<file path="src/rtl/mem_access_ctrl.sv">
// Load/store initiator: turns CPU byte/half/word requests into word accesses on a
// combinational-read RAM, using read-modify-write for sub-word stores. Optional macro: MEM_BOUNDS_CHECK_EN.
module mem_access_ctrl #(
  parameter int                  DATA_WIDTH = 32,
  parameter logic [DATA_WIDTH-1:0] BASE_ADDR  = 32'h10010000,
  parameter int                  DEPTH      = 64
) (
  input  logic                  clk,
  input  logic                  rst_n,
  input  logic                  req_valid,
  output logic                  req_ready,
  input  logic                  req_we,
  input  logic [1:0]            req_size,
  input  logic                  req_unsigned,
  input  logic [DATA_WIDTH-1:0] req_addr,
  input  logic [DATA_WIDTH-1:0] req_wdata,
  output logic                  rsp_valid,
  output logic [DATA_WIDTH-1:0] rsp_rdata,
  output logic                  rsp_err,
  output logic [DATA_WIDTH-1:0] mem_addr,
  output logic [DATA_WIDTH-1:0] mem_wdata,
  output logic                  mem_we,
  input  logic [DATA_WIDTH-1:0] mem_q
);

  typedef enum logic [1:0] {IDLE, RD, WR, RESP} state_t;

  localparam logic [1:0] SIZE_BYTE = 2'b00;
  localparam logic [1:0] SIZE_HALF = 2'b01;
  localparam logic [1:0] SIZE_WORD = 2'b10;
  localparam logic [DATA_WIDTH-1:0] BYTE_MASK = 'hFF;
  localparam logic [DATA_WIDTH-1:0] HALF_MASK = 'hFFFF;

  state_t                state_reg, state_next;
  logic                  we_reg, we_next;
  logic [1:0]            size_reg, size_next;
  logic                  uns_reg, uns_next;
  logic [1:0]            lane_reg, lane_next;
  logic [DATA_WIDTH-1:0] wdata_reg, wdata_next;
  logic [DATA_WIDTH-1:0] mem_addr_reg, mem_addr_next;
  logic [DATA_WIDTH-1:0] mem_wdata_reg, mem_wdata_next;
  logic                  rsp_valid_reg, rsp_valid_next;
  logic [DATA_WIDTH-1:0] rsp_rdata_reg, rsp_rdata_next;
  logic                  rsp_err_reg, rsp_err_next;

  logic                  req_err;
  logic                  out_of_range;
  logic [4:0]            shamt;
  logic [DATA_WIDTH-1:0] lane_mask;
  logic [DATA_WIDTH-1:0] shifted_q;
  logic [DATA_WIDTH-1:0] load_data;
  logic [DATA_WIDTH-1:0] merged_data;

`ifdef MEM_BOUNDS_CHECK_EN
  localparam logic [DATA_WIDTH-1:0] LIMIT_ADDR = BASE_ADDR + DATA_WIDTH'(4 * DEPTH);
  assign out_of_range = (req_addr < BASE_ADDR) || (req_addr >= LIMIT_ADDR);
`else
  // Out-of-range addresses go straight to the RAM and wrap there.
  assign out_of_range = 1'b0;
`endif

  assign req_err = (req_size == 2'b11)
                || ((req_size == SIZE_HALF) && req_addr[0])
                || ((req_size == SIZE_WORD) && (req_addr[1:0] != 2'b00))
                || out_of_range;

  // Lane position in bits: byte k at 8k, half at 0 or 16.
  assign shamt     = (size_reg == SIZE_BYTE) ? {lane_reg, 3'b000} : {lane_reg[1], 4'b0000};
  assign lane_mask = (size_reg == SIZE_BYTE) ? (BYTE_MASK << shamt) : (HALF_MASK << shamt);
  assign shifted_q = mem_q >> shamt;

  always_comb begin
    load_data = mem_q;
    if (size_reg == SIZE_BYTE)
      load_data = {{(DATA_WIDTH-8){shifted_q[7] & ~uns_reg}}, shifted_q[7:0]};
    else if (size_reg == SIZE_HALF)
      load_data = {{(DATA_WIDTH-16){shifted_q[15] & ~uns_reg}}, shifted_q[15:0]};
  end

  assign merged_data = (mem_q & ~lane_mask) | ((wdata_reg << shamt) & lane_mask);

  always_ff @(posedge clk) begin
    if (!rst_n) begin
      state_reg     <= IDLE;
      we_reg        <= 1'b0;
      size_reg      <= SIZE_BYTE;
      uns_reg       <= 1'b0;
      lane_reg      <= 2'b00;
      wdata_reg     <= '0;
      mem_addr_reg  <= BASE_ADDR;
      mem_wdata_reg <= '0;
      rsp_valid_reg <= 1'b0;
      rsp_rdata_reg <= '0;
      rsp_err_reg   <= 1'b0;
    end else begin
      state_reg     <= state_next;
      we_reg        <= we_next;
      size_reg      <= size_next;
      uns_reg       <= uns_next;
      lane_reg      <= lane_next;
      wdata_reg     <= wdata_next;
      mem_addr_reg  <= mem_addr_next;
      mem_wdata_reg <= mem_wdata_next;
      rsp_valid_reg <= rsp_valid_next;
      rsp_rdata_reg <= rsp_rdata_next;
      rsp_err_reg   <= rsp_err_next;
    end
  end

  always_comb begin
    state_next     = state_reg;
    we_next        = we_reg;
    size_next      = size_reg;
    uns_next       = uns_reg;
    lane_next      = lane_reg;
    wdata_next     = wdata_reg;
    mem_addr_next  = mem_addr_reg;
    mem_wdata_next = mem_wdata_reg;
    rsp_valid_next = 1'b0;
    rsp_rdata_next = '0;
    rsp_err_next   = 1'b0;

    case (state_reg)
      IDLE: begin
        if (req_valid) begin
          we_next       = req_we;
          size_next     = req_size;
          uns_next      = req_unsigned;
          lane_next     = req_addr[1:0];
          wdata_next    = req_wdata;
          mem_addr_next = {req_addr[DATA_WIDTH-1:2], 2'b00};
          if (req_err) begin
            rsp_valid_next = 1'b1;
            rsp_err_next   = 1'b1;
            state_next     = RESP;
          end else if (req_we && (req_size == SIZE_WORD)) begin
            mem_wdata_next = req_wdata;
            state_next     = WR;
          end else begin
            state_next = RD;
          end
        end
      end
      RD: begin
        if (we_reg) begin
          mem_wdata_next = merged_data;
          state_next     = WR;
        end else begin
          rsp_valid_next = 1'b1;
          rsp_rdata_next = load_data;
          state_next     = RESP;
        end
      end
      WR: begin
        rsp_valid_next = 1'b1;
        state_next     = RESP;
      end
      RESP: begin
        mem_addr_next = BASE_ADDR;
        state_next    = IDLE;
      end
      default: state_next = IDLE;
    endcase
  end

  // Handshake and write strobe are gated so reset takes effect within the cycle.
  assign req_ready = rst_n && (state_reg == IDLE);
  assign mem_we    = rst_n && (state_reg == WR);
  assign mem_addr  = mem_addr_reg;
  assign mem_wdata = mem_wdata_reg;
  assign rsp_valid = rsp_valid_reg;
  assign rsp_rdata = rsp_rdata_reg;
  assign rsp_err   = rsp_err_reg;

endmodule

</file>
<file path="config.mk">
export PLATFORM = sky130hd
export DESIGN_NAME = mem_access_ctrl
export DESIGN_NICKNAME = d
export VERILOG_FILES = /design/src/rtl/mem_access_ctrl.sv
export SDC_FILE = /design/constraint.sdc
export NUM_CORES = 1
export LEC_CHECK = 0
export CORE_ASPECT_RATIO = 1.2
export CORE_MARGIN = 10
export CORE_UTILIZATION = 55
export CTS_CLUSTER_SIZE = 30
export DETAILED_ROUTE_END_ITERATION = 10
export DONT_BUFFER_PORTS = 1
export PLACE_DENSITY = 0.74
export SYNTH_ARGS = -nofsm -noshare
export SYNTH_HDL_FRONTEND = slang
export SYNTH_SLANG_ARGS = --single-unit
</file>
<file path="constraint.sdc">
create_clock -name clk -period 2.3 [get_ports clk]
set_clock_uncertainty 0.1 [all_clocks]
set_input_delay 0.46 -clock clk [delete_from_list [all_inputs] [get_ports clk]]
set_output_delay 0.46 -clock clk [all_outputs]
set_load 0.1 [all_outputs]
</file>
==> impl_metrics.yaml <==
sta:
  final-max-slew-violation-count: 0
  tightestPinTransition_ps: 1058
  layout_setup_ws_ps: 126.2
  fin_crit_sh: 0.9451
  period_needed_ps: 2174
  whs_ps: 54.40
  setup_tns_ps: 0
  rsz0062_at_grt: "no"
  slew_headroom: 0.2936
  setup_violations: 0
  hold_viol_final: 0
  clock.fmax_mhz: 460.0
yosys:
  ys_seq_area_frac: 0.4363
  synth_cells: 609
  yosysWarnings: 0
  netlist_area_mm2: 0.005507
  async_flop_share: 0
  ys_ff_latch: 120
  ys_types: 52
  synth-edff-count: 0
  synth_top_area_frac: 0.4363
  synth_area_leader_cell: "dfxtp_1"
  avgSynthCellArea_um2: 9.042
  ys.flop_type: "dfxtp_1"
  ys_top_cells_by_area: "dfxtp_1 (44%), a22o_1 (7.0%), nand2_1 (5.9%)"
global_route:
  overflow: 0
  track_usage: 0.2363
  grt_pass1_wl_mm: 27.65
  grt_pass1_vias: 5049
  antenna_found_initial: 0
  grt_max_degree: 34
place:
  portBuffers: 0
  gp_congestion: 0.8991
  pre_cts_slack_ps: 140.7
  dp_hpwl_mm: 13.48
  place_area_mm2: 0.006322
  place_inst: 798
worst_setup_path:
  reg2reg_from: "state_reg[0]$_SDFFE_PN0P_"
  crit_top_cell: "inv_1"
  worstPathMaxFanout: 10
  cp_cell_sequence: "inv_1 > ha_4 > inv_1 > nor2_2 > buf_12"
  critPathMaxStageDelay_ps: 340
  end_kind: "output pin"
  start_kind: "register"
  path_class: "reg2out"
  slowest_stage: "dfxtp_1"
  worstSetupStartpoint: "state_reg[0]$_SDFFE_PN0P_"
  critPathRequiredTime_ps: 1740
  cp.arrival_ps: 1610
routing:
  antenna_left: 0
  wl_per_cell_um: 21.79
  drt-total-wl_mm: 18.05
  num_vias: 5170
  drt_first_pass_iters: 5
  vias_per_cell: 6.244
  drc: 0
  drt_iter0_drc: 555
cells_and_area:
  finalNonFillerCells: 828
  fin_util: 0.7172
  fin_area_mm2: 0.006929
  layout_commonest_cell: "buf_4"
  layout_common_cells: "buf_4 (122), dfxtp_1 (120), nand2_1 (87), a21oi_1 (52), a22o_1 (44)"
  nFillCells: 707
  seqCellArea_mm2: 0.002402
  nets: 801
  drive_above_1_share: 0.2468
  antenna_cells: 0
  area_growth_pct: 25.84
  multiInputGateArea_mm2: 0.002788
clock_network:
  insertion_delay_ps: 420
  cts_root_buf: "clkbuf_16"
  cts_tree: "done"
  cts_made_buffers: 17
  numClockSinks: 120
  htree_levels: 4
  clk_path_buf_depth: 2
  post_cts_buffers: 0
  clk_pin_slew_worst_paths_ps: 50
power_and_ir_drop:
  power.total_mw: 10.93
  p_switching_mw: 5.364
  p_leak_nw: 3.029
  sequentialPowerShare: 0.253
  p_sw_frac: 0.4908
  power_frac_comb: 0.507
  intPower_mw: 5.566
  power.density_mw_per_mm2: 1577
  power_frac_clock: 0.240
  ir_drop_uv: 708.9
min_path:
  worstHoldStart: "mem_q[23]"
  hold_class: "in2reg"
job:
  maxCapViolCount: 0
floorplan:
  core_mm2: 0.009662
  dieWidth_um: 111.3
  std_cell_rows: 39
  ios: 203
  dieArea_mm2: 0.01443
  dieHeight_um: 129.6
  start_util: 0.5699
status:
  status: "completed"
[Yosys cell counts (3+ instances only)]
cell       instances
a2111oi_2          4
o31ai_1            8
a31oi_1           17
buf_4              7
ha_1               4
o21a_1             9
a21boi_0           8
nand2b_1           9
and2_1             3
nor2b_1           18
mux2i_1            8
dfxtp_1          120
and3_1             8
o211ai_1          16
a22oi_1            7
nand3b_1           3
o2bb2ai_1          8
buf_1              4
nor2_1            16
o21ai_0           17
a22o_1            44
a21oi_1           53
a2111oi_0          3
o311ai_0           8
buf_6              4
nor3_1             4
a21o_1            24
nand2_1           87
buf_2             20
clkbuf_1          23
inv_1             14
a32o_1             8
[metal layers]
layer | up-vias | track usage | share of wire
li1 | 2381 | - | -
met1 | 2429 | 0.2578 | 0.36
met3 | 41 | 0.1034 | 0.12
met5 | - | 0 | 0
met2 | 319 | 0.3942 | 0.50
met4 | 0 | 0.1030 | 0.025
[critical path, delay by kind of cell, from the launching register on]
kind | cells | cell delay [ps]
AND/OR/NAND/NOR | 1 | 200
buffers and inverters | 3 | 460
adder cells (fa/ha/maj) | 1 | 200
flip-flops | 1 | 340
[final timing paths]
kind	end	slack [ps]	cells past startpoint
min reg2reg	wdata_reg[12]$_SDFFE_PN0P_	360	2
min	rsp_rdata[23]$_SDFF_PP0_	50	1
max	req_ready	130	5
max reg2reg	mem_addr[25]$_SDFFE_PN0P_	230	4
[area by class of cell]
type,instances,area share
clock inverters,8,0.01372
inverters,16,0.008667
repair buffers,123,0.1351
flip-flops and latches,120,0.3467
clock buffers,22,0.07133
well taps,123,0.02221
multi-input cells,416,0.4023
[repair_timing]
action	4_1_cts	5_1_grt
setup endpoints to repair	1	9
cloned	0	0
gates resized for setup	1	3
hold buffers	0	0
[power groups by stage]
| stage | Clock (mW) | Sequential (mW) | Combinational [mW] |
|---|---|---|---|
| 6_report | 2.62 | 2.76 | 5.54 |
| 5_1_grt | 2.72 | 2.81 | 5.80 |
| 4_1_cts | 2.64 | 2.76 | 5.50 |
| 3_5_place_dp | 0 | 2.80 | 5.46 |
| 3_3_place_gp | 0 | 2.77 | 5.37 |
| 2_1_floorplan | 0 | 5.38 | 1.77 |
[cells by family after synthesis]
| family | after synthesis | share of synthesized area |
|---|---|---|
| flops | 120 | 0.4363 |
| buf+inv | 74 | 0.06521 |
| other cells | 1 | 0.0006810 |
| compound gates | 242 | 0.3247 |
| mux | 9 | 0.01863 |
| simple gates | 159 | 0.1454 |
| fa+ha+maj | 4 | 0.009089 |
No activity file was read; power rests on OpenSTA's default activity.
